--- config.mk ---
export PLATFORM = sky130hd
export DESIGN_NAME = multicycle_sequencer_flat
export DESIGN_NICKNAME = d
export VERILOG_FILES = /design/src/rtl/multicycle_sequencer_if.sv /design/src/rtl/multicycle_sequencer.sv /design/src/flat_wrapper.sv
export SDC_FILE = /design/constraint.sdc
export NUM_CORES = 1
export LEC_CHECK = 0
export BUFFER_PORTS_ARGS = -buffer_cell sky130_fd_sc_hd__buf_2
export CAP_MARGIN = 15
export CORE_MARGIN = 2
export CORE_UTILIZATION = 56
export CTS_CLUSTER_SIZE = 20
export DETAILED_ROUTE_END_ITERATION = 6
export PLACE_DENSITY = 0.95
export SYNTH_ARGS = -nofsm -noshare
export SYNTH_HDL_FRONTEND = slang
export SYNTH_SLANG_ARGS = --single-unit
--- constraint.sdc ---
create_clock -name CLK -period 8 [get_ports CLK]
set_input_delay 0 -clock CLK [delete_from_list [all_inputs] [get_ports CLK]]
set_output_delay 0 -clock CLK [all_outputs]
set_load 0.05 [all_outputs]
--- src/rtl/multicycle_sequencer_if.sv ---
`default_nettype none
// ============================================================================
// Module      : multicycle_sequencer_if
// Description : Instruction- and data-memory req/ack bus of the multicycle
//               sequencer.
//               master : sequencer side (drives requests, receives acks)
//               slave  : memory side   (receives requests, drives acks)
//   imem_req   master->slave  instruction fetch request
//   imem_addr  master->slave  fetch address (PC)
//   imem_ack   slave->master  fetch complete, imem_rdata valid
//   imem_rdata slave->master  fetched instruction
//   dmem_req   master->slave  data access request
//   dmem_we    master->slave  1=store, 0=load; valid while dmem_req
//   dmem_ack   slave->master  data access complete
// Revision    : 1.0 - initial release
// ============================================================================
interface multicycle_sequencer_if #(
    parameter int ADDR_W  = 64,
    parameter int INSTR_W = 32
) ();
    logic               imem_req;
    logic [ADDR_W-1:0]  imem_addr;
    logic               imem_ack;
    logic [INSTR_W-1:0] imem_rdata;
    logic               dmem_req;
    logic               dmem_we;
    logic               dmem_ack;

    modport master (
        output imem_req, imem_addr, dmem_req, dmem_we,
        input  imem_ack, imem_rdata, dmem_ack
    );

    modport slave (
        input  imem_req, imem_addr, dmem_req, dmem_we,
        output imem_ack, imem_rdata, dmem_ack
    );
endinterface
`default_nettype wire

--- src/rtl/multicycle_sequencer.sv ---
`default_nettype none
// ============================================================================
// Module      : multicycle_sequencer
// Description : PC/IR owner and multicycle control FSM. Sequences
//               FETCH/DECODE/EXEC/MEM/WB over req/ack memories with
//               variable wait states, with run/pause, halt, a watchdog
//               on every request and a retired-instruction counter.
// Ports       :
//   CLK, resetl      clock (posedge) / asynchronous active-low reset
//   startpc          PC loaded when leaving IDLE
//   run              1=execute, 0=pause at the next instruction boundary
//   bus              memory req/ack interface (master side)
//   instr            instruction register
//   dec_*            decoded controls for instr (external control block)
//   alu_zero         ALU zero flag
//   br_offset        sign-extended branch offset in words
//   rf_we            register-file write strobe (one cycle, in WB)
//   pc               current PC
//   state            FSM encoding (IDLE=0 ... HALT=7)
//   halted           1 in HALT
//   timeout_err      sticky watchdog flag
//   retired          completed-instruction count (wraps)
// Revision    : 1.0 - initial release
// ============================================================================
module multicycle_sequencer #(
    parameter int                 ADDR_W     = 64,
    parameter int                 INSTR_W    = 32,
    parameter int                 CNT_W      = 32,
    parameter int                 MAX_WAIT   = 255,
    parameter logic [INSTR_W-1:0] HALT_INSTR = 32'hD4400000
) (
    input  wire logic                CLK,
    input  wire logic                resetl,
    input  wire logic [ADDR_W-1:0]   startpc,
    input  wire logic                run,
    multicycle_sequencer_if.master   bus,
    output logic      [INSTR_W-1:0]  instr,
    input  wire logic                dec_memread,
    input  wire logic                dec_memwrite,
    input  wire logic                dec_regwrite,
    input  wire logic                dec_branch,
    input  wire logic                dec_uncond,
    input  wire logic                alu_zero,
    input  wire logic [ADDR_W-1:0]   br_offset,
    output logic                     rf_we,
    output logic      [ADDR_W-1:0]   pc,
    output logic      [2:0]          state,
    output logic                     halted,
    output logic                     timeout_err,
    output logic      [CNT_W-1:0]    retired
);

    typedef enum logic [2:0] {
        S_IDLE   = 3'd0,
        S_FETCH  = 3'd1,
        S_DECODE = 3'd2,
        S_EXEC   = 3'd3,
        S_MEM    = 3'd4,
        S_WB     = 3'd5,
        S_PAUSE  = 3'd6,
        S_HALT   = 3'd7
    } state_t;

    // The counter only ever holds 0..MAX_WAIT-1: the MAX_WAIT-th ack-less
    // request cycle triggers the timeout instead of another increment.
    localparam int               WAIT_W    = (MAX_WAIT < 2) ? 1 : $clog2(MAX_WAIT);
    localparam logic [WAIT_W-1:0] WAIT_LAST = WAIT_W'(MAX_WAIT - 1);

    state_t            st;
    logic [WAIT_W-1:0] wait_cnt;
    logic              fetch_req;
    logic              data_req;
    logic              data_we;

    logic              take_branch;
    logic [ADDR_W-1:0] pc_next;
    logic              mem_access;
    logic              is_load;
    logic              boundary;

    assign take_branch = dec_uncond | (dec_branch & alu_zero);
    assign pc_next     = take_branch ? (pc + (br_offset << 2)) : (pc + ADDR_W'(4));
    assign mem_access  = dec_memread | dec_memwrite;
    // memread together with memwrite is a store: no write-back.
    assign is_load     = dec_memread & ~dec_memwrite;

    // Instruction completes this cycle: EXEC with nothing left to do, a MEM
    // store/ack without write-back, or WB.
    assign boundary = ((st == S_EXEC) && !mem_access && !dec_regwrite)
                   || ((st == S_MEM) && bus.dmem_ack && !is_load)
                   ||  (st == S_WB);

    assign bus.imem_req  = fetch_req;
    assign bus.imem_addr = pc;
    assign bus.dmem_req  = data_req;
    assign bus.dmem_we   = data_we;
    assign state         = st;

    always_ff @(posedge CLK or negedge resetl) begin
        if (!resetl) begin
            st          <= S_IDLE;
            pc          <= '0;
            instr       <= '0;
            retired     <= '0;
            fetch_req   <= 1'b0;
            data_req    <= 1'b0;
            data_we     <= 1'b0;
            rf_we       <= 1'b0;
            halted      <= 1'b0;
            timeout_err <= 1'b0;
            wait_cnt    <= '0;
        end else if (boundary) begin
            pc        <= pc_next;
            retired   <= retired + CNT_W'(1);
            data_req  <= 1'b0;
            data_we   <= 1'b0;
            rf_we     <= 1'b0;
            wait_cnt  <= '0;
            fetch_req <= run;
            st        <= run ? S_FETCH : S_PAUSE;
        end else begin
            case (st)
                S_IDLE: begin
                    if (run) begin
                        pc        <= startpc;
                        wait_cnt  <= '0;
                        fetch_req <= 1'b1;
                        st        <= S_FETCH;
                    end
                end
                S_FETCH: begin
                    if (bus.imem_ack) begin
                        instr     <= bus.imem_rdata;
                        fetch_req <= 1'b0;
                        st        <= S_DECODE;
                    end else if (wait_cnt == WAIT_LAST) begin
                        timeout_err <= 1'b1;
                        fetch_req   <= 1'b0;
                        halted      <= 1'b1;
                        st          <= S_HALT;
                    end else begin
                        wait_cnt <= wait_cnt + WAIT_W'(1);
                    end
                end
                S_DECODE: begin
                    if (instr == HALT_INSTR) begin
                        halted <= 1'b1;
                        st     <= S_HALT;
                    end else begin
                        st <= S_EXEC;
                    end
                end
                S_EXEC: begin
                    // Only reached here when the instruction needs MEM or WB.
                    if (mem_access) begin
                        data_req <= 1'b1;
                        data_we  <= dec_memwrite;
                        wait_cnt <= '0;
                        st       <= S_MEM;
                    end else begin
                        rf_we <= 1'b1;
                        st    <= S_WB;
                    end
                end
                S_MEM: begin
                    // An ack here is a load; store acks are boundaries.
                    if (bus.dmem_ack) begin
                        data_req <= 1'b0;
                        data_we  <= 1'b0;
                        rf_we    <= 1'b1;
                        st       <= S_WB;
                    end else if (wait_cnt == WAIT_LAST) begin
                        timeout_err <= 1'b1;
                        data_req    <= 1'b0;
                        data_we     <= 1'b0;
                        halted      <= 1'b1;
                        st          <= S_HALT;
                    end else begin
                        wait_cnt <= wait_cnt + WAIT_W'(1);
                    end
                end
                S_PAUSE: begin
                    if (run) begin
                        wait_cnt  <= '0;
                        fetch_req <= 1'b1;
                        st        <= S_FETCH;
                    end
                end
                S_WB: begin
                    // Always a boundary; handled above.
                end
                S_HALT: begin
                    // Terminal until reset.
                end
                default: begin
                    st <= S_HALT;
                end
            endcase
        end
    end

endmodule
`default_nettype wire

--- src/flat_wrapper.sv ---
// flat-port wrapper written by rule: the top's interface ports become plain ports
module multicycle_sequencer_flat 
#(
    parameter int                 ADDR_W     = 64,
    parameter int                 INSTR_W    = 32,
    parameter int                 CNT_W      = 32,
    parameter int                 MAX_WAIT   = 255,
    parameter logic [INSTR_W-1:0] HALT_INSTR = 32'hD4400000
)
  (CLK, resetl, startpc, run, instr, dec_memread, dec_memwrite, dec_regwrite, dec_branch, dec_uncond, alu_zero, br_offset, rf_we, pc, state, halted, timeout_err, retired, bus_imem_req, bus_imem_addr, bus_dmem_req, bus_dmem_we, bus_imem_ack, bus_imem_rdata, bus_dmem_ack);
  multicycle_sequencer_if #(.ADDR_W(ADDR_W), .INSTR_W(INSTR_W)) bus_i ();
  input  wire logic CLK;
  input  wire logic resetl;
  input  wire logic [ADDR_W-1:0] startpc;
  input  wire logic run;
  output logic      [INSTR_W-1:0] instr;
  input  wire logic dec_memread;
  input  wire logic dec_memwrite;
  input  wire logic dec_regwrite;
  input  wire logic dec_branch;
  input  wire logic dec_uncond;
  input  wire logic alu_zero;
  input  wire logic [ADDR_W-1:0] br_offset;
  output logic rf_we;
  output logic      [ADDR_W-1:0] pc;
  output logic      [2:0] state;
  output logic halted;
  output logic timeout_err;
  output logic      [CNT_W-1:0] retired;
  output wire logic [$bits(bus_i.imem_req)-1:0] bus_imem_req;
  output wire logic [$bits(bus_i.imem_addr)-1:0] bus_imem_addr;
  output wire logic [$bits(bus_i.dmem_req)-1:0] bus_dmem_req;
  output wire logic [$bits(bus_i.dmem_we)-1:0] bus_dmem_we;
  input wire logic [$bits(bus_i.imem_ack)-1:0] bus_imem_ack;
  input wire logic [$bits(bus_i.imem_rdata)-1:0] bus_imem_rdata;
  input wire logic [$bits(bus_i.dmem_ack)-1:0] bus_dmem_ack;
  assign bus_imem_req = bus_i.imem_req;
  assign bus_imem_addr = bus_i.imem_addr;
  assign bus_dmem_req = bus_i.dmem_req;
  assign bus_dmem_we = bus_i.dmem_we;
  assign bus_i.imem_ack = bus_imem_ack;
  assign bus_i.imem_rdata = bus_imem_rdata;
  assign bus_i.dmem_ack = bus_dmem_ack;
  multicycle_sequencer #(.ADDR_W(ADDR_W), .INSTR_W(INSTR_W), .CNT_W(CNT_W), .MAX_WAIT(MAX_WAIT), .HALT_INSTR(HALT_INSTR)) u_core (.CLK(CLK), .resetl(resetl), .startpc(startpc), .run(run), .bus(bus_i), .instr(instr), .dec_memread(dec_memread), .dec_memwrite(dec_memwrite), .dec_regwrite(dec_regwrite), .dec_branch(dec_branch), .dec_uncond(dec_uncond), .alu_zero(alu_zero), .br_offset(br_offset), .rf_we(rf_we), .pc(pc), .state(state), .halted(halted), .timeout_err(timeout_err), .retired(retired));
endmodule
==> impl_metrics.env <==
export IMPL_grt_start_max_net_pins=102
export IMPL_cts_buffer_depth=2
export IMPL_comb_power_share_pct=67.7
export IMPL_io_buffers=369
export IMPL_clkSlewWorstSetupHoldPaths_ns=0.07
export IMPL_synth_edf_count=0
export IMPL_syn_area_um2=11100
export IMPL_synth_area_leaders="dfrtp_1 (33%), ha_1 (7.2%), nand2_1 (7.1%)"
export IMPL_path_class="in -> reg"
export IMPL_switching_share_pct=58.86
export IMPL_grt_ovfl_total=0
export IMPL_dr_pass1_iters=5
export IMPL_placed_area_um2=12610
export IMPL_drt_initial_drc_count=887
export IMPL_peakVddDrop_mv=0.3335
export IMPL_cts_root_buffer="clkbuf_16"
export IMPL_use_met2_pct=57.99
export IMPL_cp_data_required_time_ns=8.29
export IMPL_place_hpwl_um=24240
export IMPL_yosys_warnings=0
export IMPL_post_cts_setup_buffers=0
export IMPL_r2r_start="u_core.state[1]"
export IMPL_skew_ns=0.01379
export IMPL_ant_nets=0
export IMPL_drive_gt1_share_pct=27.13
export IMPL_fin_crit_sh_pct=46.23
export IMPL_setup_viol=0
export IMPL_netlist_area_leader_share_pct=32.69
export IMPL_rsz0062_at_grt="false"
export IMPL_final_area_um2=14200
export IMPL_layout_common_cells="buf_2 (368), nand2_1 (211), dfrtp_1 (145)"
export IMPL_die_x_um=144.8
export IMPL_cellPowerDensity_nw_per_um2=481.8
export IMPL_finalWirelength_um=37080
export IMPL_grt_total_usage_pct=34.40
export IMPL_synth_top_cell_by_area="dfrtp_1"
export IMPL_grt_use_met1_pct=39.71
export IMPL_via_count=11893
export IMPL_grt_use_met3_pct=9.608
export IMPL_cts_resized_gates=0
export IMPL_wl_per_cell_um=18.69
export IMPL_fin_crit_ns=3.699
export IMPL_p_sw_uw=4027
export IMPL_pwr_share_seq_pct=20.4
export IMPL_r2r_end="u_core.retired[30]"
export IMPL_start_util_pct=57.03
export IMPL_grt_pass1_wl_um=56840
export IMPL_cts_tree="built"
export IMPL_drc=0
export IMPL_syn_nets=1577
export IMPL_viasPerCell=5.994
export IMPL_post_synth_cell_area_avg_um2=8.277
export IMPL_row_count=51
export IMPL_endpoint_kind="flip-flop"
export IMPL_cellLeakagePower_uw=0.007006
export IMPL_max_freq_mhz=270.4
export IMPL_ys_seq_elements=145
export IMPL_hold_buffers=99
export IMPL_drv_slew=0
export IMPL_finalHoldViolations=0
export IMPL_fin_setup_tns_ns=0
export IMPL_cp_start_kind="input port"
export IMPL_tightest_slew_ns=1.059
export IMPL_slew_headroom_pct=29.42
export IMPL_gp_congestion=0.9086
export IMPL_core_um2=19460
export IMPL_ys_flop_type="dfrtp_1"
export IMPL_r2r_worst_path_cells=9
export IMPL_nets=1937
export IMPL_worst_path_max_fanout=62
export IMPL_seq_area_frac_synth_pct=32.69
export IMPL_crit_arrival_ns=3.98
export IMPL_cts_sinks=145
export IMPL_final_common_cell="buf_2"
export IMPL_die_y_um=144.8
export IMPL_die_area_um2=20960
export IMPL_ys_types=75
export IMPL_syn_inst=1341
export IMPL_min_delay_path_class="in -> reg"
export IMPL_worstSkewPairLatency_ns=0.43
export IMPL_top_usage_layer="met2"
export IMPL_num_io_pins=372
export IMPL_worstSetupStartpoint="alu_zero"
export IMPL_grt_pass1_vias=11571
export IMPL_numCtsBuffers=17
export IMPL_htreeDepth=4
export IMPL_reg2reg_slack_ns=4.37
export IMPL_cap_viol_max_count=0
export IMPL_syn_to_final_growth_pct=27.93
export IMPL_p_int_uw=2814
export IMPL_status="finished clean"
export IMPL_crit_path_end="u_core.bus.imem_addr[58]"
export IMPL_synthArstFlopShare_pct=100.0
export IMPL_clockPowerShare_pct=11.9
export IMPL_grt_antenna_before_repair=6
==> worst min path at each step <==
stage | cells after the start | to | startpoint | slack [ns]
after floorplan | 0 | u_core.bus.dmem_req | resetl | -0.30
after global placement | 1 | u_core.bus.imem_addr[35] | resetl | 0.11
after detailed placement | 1 | u_core.bus.imem_addr[35] | resetl | 0.13
after CTS | 5 | u_core.bus.imem_addr[2] | br_offset[0] | 0.003
after global routing | 4 | u_core.bus.dmem_req | dec_regwrite | 0.07
final | 5 | u_core.bus.imem_addr[61] | startpc[61] | 0.04
==> flip-flops by register name, summed over array words and instances (netlist names) <==
name / cells
u_core.bus.dmem_req: 1
u_core.bus.dmem_we: 1
u_core.bus.imem_addr: 64
u_core.bus.imem_req: 1
u_core.halted: 1
u_core.instr: 32
u_core.retired: 32
u_core.rf_we: 1
u_core.state: 3
u_core.timeout_err: 1
u_core.wait_cnt: 8
==> critical path, cell delays in order <==
cell and delay (ns):
buf_2 0.15, a21oi_4 0.07, buf_4 0.33, or2_2 0.38, ha_1 0.23, fa_1 0.44, a211oi_1 0.33, o21ai_1 0.17
a21oi_4 0.23, o21ai_2 0.14, a41o_1 0.33, a41oi_2 0.37, o311ai_2 0.20, o31ai_1 0.28, xor2_1 0.19, a21oi_1 0.08
==> metal layers <==
| layer | part of all wire [%] | wire (um) | vias to the layer above |
|---|---|---|---|
| li1 | - | - | 5379 |
| met1 | 37 | 13710 | 5593 |
| met2 | 49 | 18080 | 765 |
| met3 | 9.6 | 3546 | 150 |
| met4 | 4.6 | 1697 | 6 |
| met5 | 0.11 | 41 | - |
==> layout make-up <==
type | instances | area [um^2]
timing repair buffer | 475 | 2897
antenna | 5 | 12.51
inverter | 17 | 63.81
clock buffer | 18 | 429.2
tap | 265 | 331.6
sequential | 145 | 3628
clock inverter | 14 | 152.6
fill | 1259 | 5263
multi-input combinational | 1045 | 6685
==> power by group through the flow <==
stage / logic (uW) / clock network, uW / registers [uW]
floorplan: 2810 / 0 / 2230
global placement: 4390 / 0 / 1360
detailed placement: 4490 / 0 / 1380
CTS: 4540 / 822 / 1370
global route: 4940 / 853 / 1430
finish: 4630 / 816 / 1390
==> per-stage QoR <==
step	hold WS [ns]	power (uW)	util, %	cells	worst slack [ns]
6_report	0.04306	6842	72.96	1984	4.301
3_3_place_gp	0.1134	5751	64.82	1848	4.078
2_1_floorplan	-0.2956	5045	-	1341	4.619
4_1_cts	0.002590	6730	72.90	1979	4.443
3_5_place_dp	0.1263	5868	64.82	1848	4.027
5_1_grt	0.07366	7228	72.91	1980	4.095
==> kinds of logic (layout without fill, tap and decap cells) <==
logic type	after synthesis	after routing	share of synthesized area, %
DFF	145	145	32.69
adders and majority gates	65	65	7.395
other	0	5	0
muxes	39	39	3.878
xor gates and xnor gates	90	90	7.102
AOI/OAI and AO/OA	325	325	19.18
buffers and inverters	151	524	7.339
and+or+nand+nor	526	526	22.42
==> cells in the mapped netlist (23+ instances only) <==
cell      number
buf_4         64
and3_1        23
clkbuf_1      57
nand4_1       25
mux2_2        32
ha_1          64
dfrtp_1      145
nand2_1      211
nor2_1        97
a31oi_1       42
o21ai_1       24
nand3_1       35
o21ai_0       45
a21oi_1       84
xnor2_1       57
a21o_1        39
xor2_1        33
nor2b_1       71
No activity file was read; power rests on OpenSTA's default activity.
